[src/rtl/mult_seq_ctrl_if.sv]
// Start/done handshake bundle between an issuing datapath and mult_seq_ctrl.
// The master drives the request side; the slave (the multiplier) drives status and result.
interface mult_seq_ctrl_if #(
    parameter int SIZE = 4
);
    logic            start;
    logic [SIZE-1:0] A;
    logic [SIZE-1:0] B;
    logic            busy;
    logic            done;
    logic [SIZE-1:0] HM;
    logic [SIZE-1:0] LM;

    modport master (output start, A, B, input busy, done, HM, LM);
    modport slave  (input start, A, B, output busy, done, HM, LM);
endinterface

[src/rtl/mult_seq_ctrl.sv]
// Iterative unsigned shift-and-add multiplier, one ripple add per clock, IDLE/RUN/DONE sequencer.
// Optional MULT_SEQ_ZERO_SKIP_EN: zero operands bypass RUN and complete in one cycle.
module mult_seq_ctrl #(
    parameter int SIZE = 4
) (
    input  logic               clk,
    input  logic               rst_n,
    mult_seq_ctrl_if.slave     bus
);
    localparam int CW = $clog2(SIZE) + 1;
    localparam logic [CW-1:0] LAST_CNT = CW'(SIZE - 1);

    typedef enum logic [1:0] {
        ST_IDLE = 2'd0,
        ST_RUN  = 2'd1,
        ST_DONE = 2'd2
    } state_t;

    state_t          state_r;
    state_t          state_next_s;
    logic [SIZE-1:0] a_r;
    logic [SIZE-1:0] hi_acc_r;
    logic [SIZE-1:0] lo_sh_r;
    logic [CW-1:0]   cnt_r;
    logic [SIZE-1:0] hm_r;
    logic [SIZE-1:0] lm_r;
    logic            busy_r;
    logic            done_r;
    logic            accept_s;
    logic            zero_s;
    logic            last_s;
    logic [SIZE-1:0] gated_s;
    logic [SIZE:0]   sum_s;

    // Bit-level ripple-carry add; carry out is returned as the MSB so it is never dropped.
    function automatic logic [SIZE:0] ripple_add(input logic [SIZE-1:0] x, input logic [SIZE-1:0] y);
        logic [SIZE:0]   c;
        logic [SIZE-1:0] s;
        c[0] = 1'b0;
        for (int i = 0; i < SIZE; i++) begin
            s[i]   = x[i] ^ y[i] ^ c[i];
            c[i+1] = (x[i] & y[i]) | (c[i] & (x[i] ^ y[i]));
        end
        return {c[SIZE], s};
    endfunction

    // Next-state decode plus the accept/last strobes used by the datapath.
    always_comb begin
        state_next_s = state_r;
        accept_s     = 1'b0;
        last_s       = 1'b0;
        gated_s      = a_r & {SIZE{lo_sh_r[0]}};
        sum_s        = ripple_add(hi_acc_r, gated_s);
`ifdef MULT_SEQ_ZERO_SKIP_EN
        zero_s       = (bus.A == {SIZE{1'b0}}) || (bus.B == {SIZE{1'b0}});
`else
        zero_s       = 1'b0;
`endif
        case (state_r)
            ST_IDLE, ST_DONE: begin
                if (bus.start) begin
                    accept_s = 1'b1;
                    if (zero_s) begin
                        state_next_s = ST_DONE;
                    end else begin
                        state_next_s = ST_RUN;
                    end
                end else begin
                    state_next_s = ST_IDLE;
                end
            end
            ST_RUN: begin
                if (cnt_r == LAST_CNT) begin
                    last_s       = 1'b1;
                    state_next_s = ST_DONE;
                end else begin
                    state_next_s = ST_RUN;
                end
            end
            default: state_next_s = ST_IDLE;
        endcase
    end

    // State register.
    always_ff @(posedge clk or negedge rst_n) begin
        if (!rst_n) begin
            state_r <= ST_IDLE;
        end else begin
            state_r <= state_next_s;
        end
    end

    // Operand capture, shift-add step and registered status/result outputs.
    always_ff @(posedge clk or negedge rst_n) begin
        if (!rst_n) begin
            a_r      <= {SIZE{1'b0}};
            hi_acc_r <= {SIZE{1'b0}};
            lo_sh_r  <= {SIZE{1'b0}};
            cnt_r    <= {CW{1'b0}};
            hm_r     <= {SIZE{1'b0}};
            lm_r     <= {SIZE{1'b0}};
            busy_r   <= 1'b0;
            done_r   <= 1'b0;
        end else begin
            busy_r <= (state_next_s == ST_RUN);
            done_r <= (state_next_s == ST_DONE);
            if (accept_s) begin
                a_r      <= bus.A;
                lo_sh_r  <= bus.B;
                hi_acc_r <= {SIZE{1'b0}};
                cnt_r    <= {CW{1'b0}};
                if (zero_s) begin
                    hm_r <= {SIZE{1'b0}};
                    lm_r <= {SIZE{1'b0}};
                end
            end else if (state_r == ST_RUN) begin
                // Carry lands in hi_acc MSB; the consumed multiplier bit falls off lo_sh.
                {hi_acc_r, lo_sh_r} <= {sum_s, lo_sh_r[SIZE-1:1]};
                cnt_r               <= cnt_r + CW'(1);
                if (last_s) begin
                    hm_r <= sum_s[SIZE:1];
                    lm_r <= {sum_s[0], lo_sh_r[SIZE-1:1]};
                end
            end
        end
    end

    assign bus.busy = busy_r;
    assign bus.done = done_r;
    assign bus.HM   = hm_r;
    assign bus.LM   = lm_r;
endmodule

[src/flat_wrapper.sv]
// flat-port wrapper written by rule: the top's interface ports become plain ports
module mult_seq_ctrl_flat 
#(
    parameter int SIZE = 4
)
  (clk, rst_n, bus_start, bus_A, bus_B, bus_busy, bus_done, bus_HM, bus_LM);
  mult_seq_ctrl_if #(.SIZE(SIZE)) bus_i ();
  input  logic clk;
  input  logic rst_n;
  input wire logic [$bits(bus_i.start)-1:0] bus_start;
  input wire logic [$bits(bus_i.A)-1:0] bus_A;
  input wire logic [$bits(bus_i.B)-1:0] bus_B;
  output wire logic [$bits(bus_i.busy)-1:0] bus_busy;
  output wire logic [$bits(bus_i.done)-1:0] bus_done;
  output wire logic [$bits(bus_i.HM)-1:0] bus_HM;
  output wire logic [$bits(bus_i.LM)-1:0] bus_LM;
  assign bus_i.start = bus_start;
  assign bus_i.A = bus_A;
  assign bus_i.B = bus_B;
  assign bus_busy = bus_i.busy;
  assign bus_done = bus_i.done;
  assign bus_HM = bus_i.HM;
  assign bus_LM = bus_i.LM;
  mult_seq_ctrl #(.SIZE(SIZE)) u_core (.clk(clk), .rst_n(rst_n), .bus(bus_i));
endmodule
[config.mk]
export PLATFORM = sky130hd
export DESIGN_NAME = mult_seq_ctrl_flat
export DESIGN_NICKNAME = d
export VERILOG_FILES = /design/src/rtl/mult_seq_ctrl_if.sv /design/src/rtl/mult_seq_ctrl.sv /design/src/flat_wrapper.sv
export SDC_FILE = /design/constraint.sdc
export NUM_CORES = 1
export LEC_CHECK = 0
export BUFFER_PORTS_ARGS = -buffer_cell sky130_fd_sc_hd__buf_2
export CAP_MARGIN = 25
export CORE_ASPECT_RATIO = 1.25
export CORE_UTILIZATION = 45
export DETAILED_ROUTE_END_ITERATION = 7
export GPL_TIMING_DRIVEN = 0
export PLACE_DENSITY = 0.71
export SLEW_MARGIN = 5
export SYNTH_ARGS = -nofsm -noshare
export SYNTH_HDL_FRONTEND = slang
export SYNTH_SLANG_ARGS = --single-unit
[constraint.sdc]
create_clock -name clk -period 5.2 [get_ports clk]
set_input_delay 0 -clock clk [delete_from_list [all_inputs] [get_ports clk]]
set_output_delay 0 -clock clk [all_outputs]
set_load 0.005 [all_outputs]
==> results.tsv, run 1 <==
metric	value	unit
Leak	0.797	nW
worst hold path type	input pin to register	
Iter 0 DRT Violations	12	
Die X	50.5	um
synthesized flop and latch total	27	
Seq/Total Area, Yosys	0.510	
CTS clk-pin slew, worst paths	0.14	ns
Hold Slack	0.0950	ns
slew margin rel.	0.598	
design area	1580	um^2
Placer Congestion	0.760	
Ys Warns	0	
Num CTS Buffers	3	
first-pass GRT wire length	4310	um
Max-Cap Viols	0	
synth unique cells	21	
cell count after synthesis	101	
Worst Path Max Fanout	6	
Die ar.	3160	um^2
final count of hold timing violations	0	
GRT Residual Overflow	0	
CP Capture Type	register	
Crit Path Category	register to register	
CTS tree	built	
CTS root buf	clkbuf_4	
Final TNS setup	0	ns
row count	21	
Starting Density	0.484	
Highest Clock Rate	0.397	GHz
share of layout cells above drive strength 1	0.271	
port bufs	19	
number of synthesized flops with an enable pin	0	
vias per inst	5.24	
vias in the first global route	1002	
final setup vio count	0	
worst slew pin tran	0.604	ns
layout net count	151	
TritonRoute pass-1 iters	4	
max-slew violations	0	
post-CTS resize count	0	
crit path DAT	2.74	ns
run status	completed	
H-tree levels	1	
Area Overhead vs Synth	19.2	%
Clk Latency, worst-skew pair	0.31	ns
Synth Cell Area	1320	um^2
Top Ports	21	
Core Area	2730	um^2
minimum clock period	2.52	ns
DP Area	1460	um^2
top post-synthesis cells by area	dfrtp_1 (51%), mux2i_1 (12%), fa_1 (4.5%)	
syn_nets	118	
Post-route DRC	0	
Avg WL per Cell	15.0	um
Async SR Flop Fraction	1.00	
vias post-DR	875	
multi-input logic area	578	um^2
Reg area	676	um^2
post-synthesis cell type with the largest combined area	dfrtp_1	
crit path launch type	register	
Max clock buf depth	2	
Main synth FF type	dfrtp_1	
CP required	5.42	ns
Tot GR Track Use	0.181	
post-route core utilization	0.577	
post-DP HPWL	1740	um
die height	62.6	um
Clock Skews	0.00303	ns
Num Clock Sinks	27	
antenna fix cells	0	
VDD IR max	289	uV
RSZ-0062 raised after global routing	no	
ANT nets after route	0	
fill count	239	
Yosys top cell area share	0.510	
syn_area_per_cell	13.1	um^2
largest net degree at the start of global routing	28	
pwr dens	551	nW/um^2
DRT Wirelength	2500	um
Tcrit/Tclk final	0.484	
initial antenna violation count	0	
## cells by family (layout without fill, tap and decap cells)
kind of cell,Yosys count,in the layout,synth area share
flops,27,27,0.510
mux,25,25,0.209
simple gates,18,18,0.0851
buf+inv,15,47,0.0529
compound gates,9,9,0.0624
fa+ha+maj,6,6,0.0737
xor+xnor,1,1,0.00662
## state kept, by name, indices dropped and copies added (netlist names)
register / flops
u_core.hi_acc_r: 4
u_core.bus.busy: 1
u_core.lo_sh_r: 4
u_core.bus.done: 1
u_core.bus.HM: 4
u_core.a_r: 4
u_core.cnt_r: 3
u_core.state_r: 2
u_core.bus.LM: 4
## cell usage in the layout, fill, tap and decap left out
cell type,n
a22o_1,2
a32o_1,5
and2_1,1
and2b_4,1
buf_2,21
buf_4,1
buf_6,1
clkbuf_1,1
clkbuf_4,3
dfrtp_1,27
dlygate4sd3_1,9
fa_1,3
ha_1,3
inv_1,11
mux2_2,5
mux2_4,4
mux2i_1,16
nand2_1,3
nand2b_1,7
nand3b_1,1
nor2_1,1
o21bai_1,2
or2b_1,4
xnor2_1,1
## power by group
group	internal [W]	switching (W)	leakage, nW
registers	0.000307	0.0000712	0.336
clock network	0.0000299	0.0000582	0.0150
logic	0.000225	0.000177	0.446
## synthesized netlist by cell type, types with 2 or more instances
master    count
inv_1        11
or2b_1        4
buf_2         2
mux2i_1      16
dfrtp_1      27
mux2_4        4
a32o_1        5
nand2b_1      7
o21bai_1      2
fa_1          3
nand2_1       3
mux2_2        5
ha_1          3
a22o_1        2
## metal layers
layer / part of all wire / routed length (um) / track usage
met1: 0.39 / 982 / 0.216
met2: 0.56 / 1410 / 0.320
met3: 0.034 / 84 / 0.0170
met4: 0.0080 / 20 / 0.0868
met5: 0 / 0 / 0
## critical path, cell delays in order (launching register included)
cell and delay (ns):
dfrtp_1 0.46, and2_1 0.15, ha_1 0.13, inv_1 0.05, fa_1 0.38, fa_1 0.41, fa_1 0.53, nand2b_1 0.07
a32o_1 0.25
## layout make-up
class                      instances  share of cell area
sequential                        27               0.428
multi-input combinational         59               0.366
timing repair buffer              28               0.117
tap                               34              0.0270
inverter                          11              0.0262
buffer                             4              0.0182
clock buffer                       4              0.0167
## timing repair
action,in CTS,in global routing
endpoints found under the hold margin,35,0
hold buffers,9,0
setup buffers,0,0
## path summary, 6_finish.rpt
path	slack, ns	from	endpoint	cells past startpoint
setup / recovery	2.68	u_core.lo_sh_r[0]$_DFFE_PN0P_	u_core.hi_acc_r[2]$_DFFE_PN0P_	8
hold / removal	0.09	bus_start	u_core.lo_sh_r[3]$_DFFE_PN0P_	3
setup reg to reg	2.68	u_core.lo_sh_r[0]$_DFFE_PN0P_	u_core.hi_acc_r[2]$_DFFE_PN0P_	8
hold reg to reg	0.53	u_core.bus.HM[1]$_DFFE_PN0P_	u_core.bus.HM[1]$_DFFE_PN0P_	2
max in group asynchronous	4.60	rst_n	u_core.lo_sh_r[1]$_DFFE_PN0P_	2
min in group asynchronous	0.21	rst_n	u_core.cnt_r[0]$_DFFE_PN0P_	2
## per-stage QoR
step,worst slack [ns],instances,total power [W]
6_report,2.68,167,0.000869
2_1_floorplan,2.87,101,0.000661
5_1_grt,2.62,167,0.000943
3_3_place_gp,2.73,154,0.000756
4_1_cts,2.67,167,0.000879
3_5_place_dp,2.70,154,0.000785
(Power assumes the default switching activity.)
==> inputs of run 2 (changes only) <==
- ABC_AREA: unset -> 1
- PLACE_DENSITY: 0.71 -> 0.74
- clock period: 5.2 -> 2.3 ns (I/O delays scaled with it)
==> run 2 against run 1 <==
  * Sequential cell count did not move
  * Cell area fell by 5.4%
  * Sequential share of layout area rose by 2.4 points
  * Clock skew fell by 0.0015 ns
  * Die area fell by 8.0%
  * Clock power rose by 130%
  * Largest power group is now registers
  * Critical path type unchanged
  * Critical endpoint unchanged
  * Maximum frequency rose by 19%
  * Core utilization rose by 1.9 points
  * Worst hold slack got worse by 0.053 ns
  * Synthesized cell count rose by 35%
  * Cell count rose by 22%
==> results.tsv, run 2 <==
metric	value	unit
Num Clock Sinks	27	
CTS tree	built	
Slowest-stage cell, CP	fa_1	
fill count	230	
Avg WL per Cell	10.4	um
CP required	2.52	ns
H-tree levels	1	
ANT nets after route	0	
Core Area	2500	um^2
row count	20	
first-pass GRT wire length	3740	um
top post-synthesis cells by area	dfrtp_1 (56%), nand2_1 (18%), fa_1 (4.9%)	
Seq/Total Area, Yosys	0.557	
Max-Cap Viols	0	
CTS clk-pin slew, worst paths	0.14	ns
crit path DAT	2.34	ns
pre-CTS setup slack	0.0609	ns
Top Ports	21	
syn_area_per_cell	8.92	um^2
Max clock buf depth	2	
TritonRoute pass-1 iters	6	
Num CTS Buffers	3	
Post-route DRC	0	
vias per inst	4.58	
worst reg-to-reg path cell count	10	
Hold Slack	0.0420	ns
CTS root buf	clkbuf_4	
Die X	48.5	um
Crit Path Category	register to register	
Ys Warns	0	
Commonest cells post-synth	nand2_1 (58), dfrtp_1 (27), inv_1 (15), nand3_1 (11), o21ai_0 (7)	
WHS Path Cells	4	
worst slew pin tran	0.572	ns
max-slew violations	0	
most common cell after layout, fill and taps aside	nand2_1	
final setup vio count	0	
most numerous cell in the Yosys netlist	nand2_1	
vias post-DR	934	
vias in the first global route	879	
Iter 0 DRT Violations	19	
PnR worst setup slack	0.184	ns
final count of hold timing violations	0	
commonest non-fill, non-tap cells in the layout	nand2_1 (58), dfrtp_1 (27), buf_2 (20)	
post-synthesis cell type with the largest combined area	dfrtp_1	
Tot GR Track Use	0.173	
Worst Path Max Fanout	3	
Die ar.	2910	um^2
Worst path most repeated cell	inv_1	
Worst R2R Start	u_core.lo_sh_r[0]$_DFFE_PN0P_	
Clock Skews	0.00153	ns
VDD IR max	543	uV
Max stage delay on crit path	0.48	ns
Async SR Flop Fraction	1.00	
Area Overhead vs Synth	23.0	%
Clk Latency, worst-skew pair	0.32	ns
layout net count	189	
minimum clock period	2.12	ns
largest net degree at the start of global routing	28	
pwr dens	1180	nW/um^2
slew margin rel.	0.618	
Critical Path Stages	10	
Highest Clock Rate	0.473	GHz
crit path launch type	register	
post-DP HPWL	1520	um
run status	completed	
Worst Hold Launch	bus_start	
Yosys top cell area share	0.557	
total power	0.00176	W
Main synth FF type	dfrtp_1	
synth unique cells	13	
cell count after synthesis	136	
worst hold path type	input pin to register	
Placer Congestion	0.781	
synthesized flop and latch total	27	
Bufs and invs on worst path	3	
antenna fix cells	0	
initial antenna violation count	0	
CP Capture Type	register	
share of layout cells above drive strength 1	0.211	
number of synthesized flops with an enable pin	0	
CP cell instances	nand2_1 -> inv_1 -> ha_1 -> inv_1 -> fa_2 -> fa_2 -> fa_1 -> inv_1 -> nand2_1 -> o21ai_0	
Starting Density	0.485	
Leak	0.814	nW
crit path from	u_core.lo_sh_r[0]$_DFFE_PN0P_	
Reg area	676	um^2
CP top delay family	adder cells	
port bufs	20	
multi-input logic area	468	um^2
GRT Residual Overflow	0	
DRT Wirelength	2120	um
die height	60.1	um
Tcrit/Tclk final	0.920	
syn_nets	153	
Synth Cell Area	1210	um^2
==> run 2: cell types whose count changed in the layout (fill, tap and decap cells not counted), moves of 7 or more <==
cell and delta:
nand2_1 +55, mux2i_1 -16, nand3_1 +11, nand2b_1 -7, o21ai_0 +7
==> run 2: layout make-up <==
cell class                 instances  share of cell area
buffer                             2              0.0101
sequential                        27               0.453
tap                               33              0.0277
inverter                          16              0.0402
timing repair buffer              31               0.137
clock inverter                     1             0.00335
multi-input combinational         91               0.313
clock buffer                       3              0.0151
==> run 2: timing repair <==
action                                 4_1_cts  5_1_grt
gates resized for setup                      0        2
setup buffers                                0        2
hold buffers                                 9        0
endpoints found under the hold margin       35        0
setup endpoints to repair                    0        2
==> run 2: kinds of logic after synthesis <==
logic type	count (synthesis)	share of synthesized area
compound gates	8	0.0330
fa+ha+maj	6	0.0804
buf+inv	18	0.0618
flops	27	0.557
simple gates	77	0.268
==> run 2: layer usage <==
metal | GRT usage | part of all wire | routed length, um
met2 | 0.314 | 0.50 | 1070
met4 | 0.0882 | 0.017 | 36
met3 | 0.0229 | 0.041 | 88
met1 | 0.202 | 0.44 | 928
met5 | 0 | 0 | 0
==> run 2: path summary, 6_finish.rpt <==
path,to,slack (ns)
worst max-delay path,u_core.hi_acc_r[2]$_DFFE_PN0P_,0.18
worst min-delay path,u_core.lo_sh_r[0]$_DFFE_PN0P_,0.04
worst max register to register,u_core.hi_acc_r[2]$_DFFE_PN0P_,0.18
worst min register to register,u_core.bus.HM[0]$_DFFE_PN0P_,0.48
max in group asynchronous,u_core.state_r[0]$_DFF_PN0_,1.73
min in group asynchronous,u_core.a_r[2]$_DFFE_PN0P_,0.19
==> run 2: through the flow <==
stage / TNS (ns) / instance area (um^2) / util / cells
CTS: 0 / 1470 / 0.589 / 202
floorplan: 0 / 1210 / - / 136
detailed placement: 0 / 1360 / 0.542 / 189
global placement: 0 / 1360 / 0.542 / 189
finish: 0 / 1490 / 0.597 / 204
global route: -0.000290 / 1490 / 0.597 / 204
==> run 2: worst reg2reg max path, stage by stage, from the launching register on <==
cell and delay [ns]:
dfrtp_1 0.40, nand2_1 0.06, inv_1 0.05, ha_1 0.13, inv_1 0.05, fa_2 0.34
fa_2 0.34, fa_1 0.48, inv_1 0.05, nand2_1 0.05, o21ai_0 0.07
==> run 2: report_power, final <==
part | switching, W | total [W] | internal [W] | leakage [nW]
combinational | 0.000447 | 0.000764 | 0.000317 | 0.456
sequential | 0.000118 | 0.000796 | 0.000678 | 0.340
clock | 0.000140 | 0.000205 | 0.0000653 | 0.0177
total | 0.000705 | 0.00176 | 0.00106 | 0.814
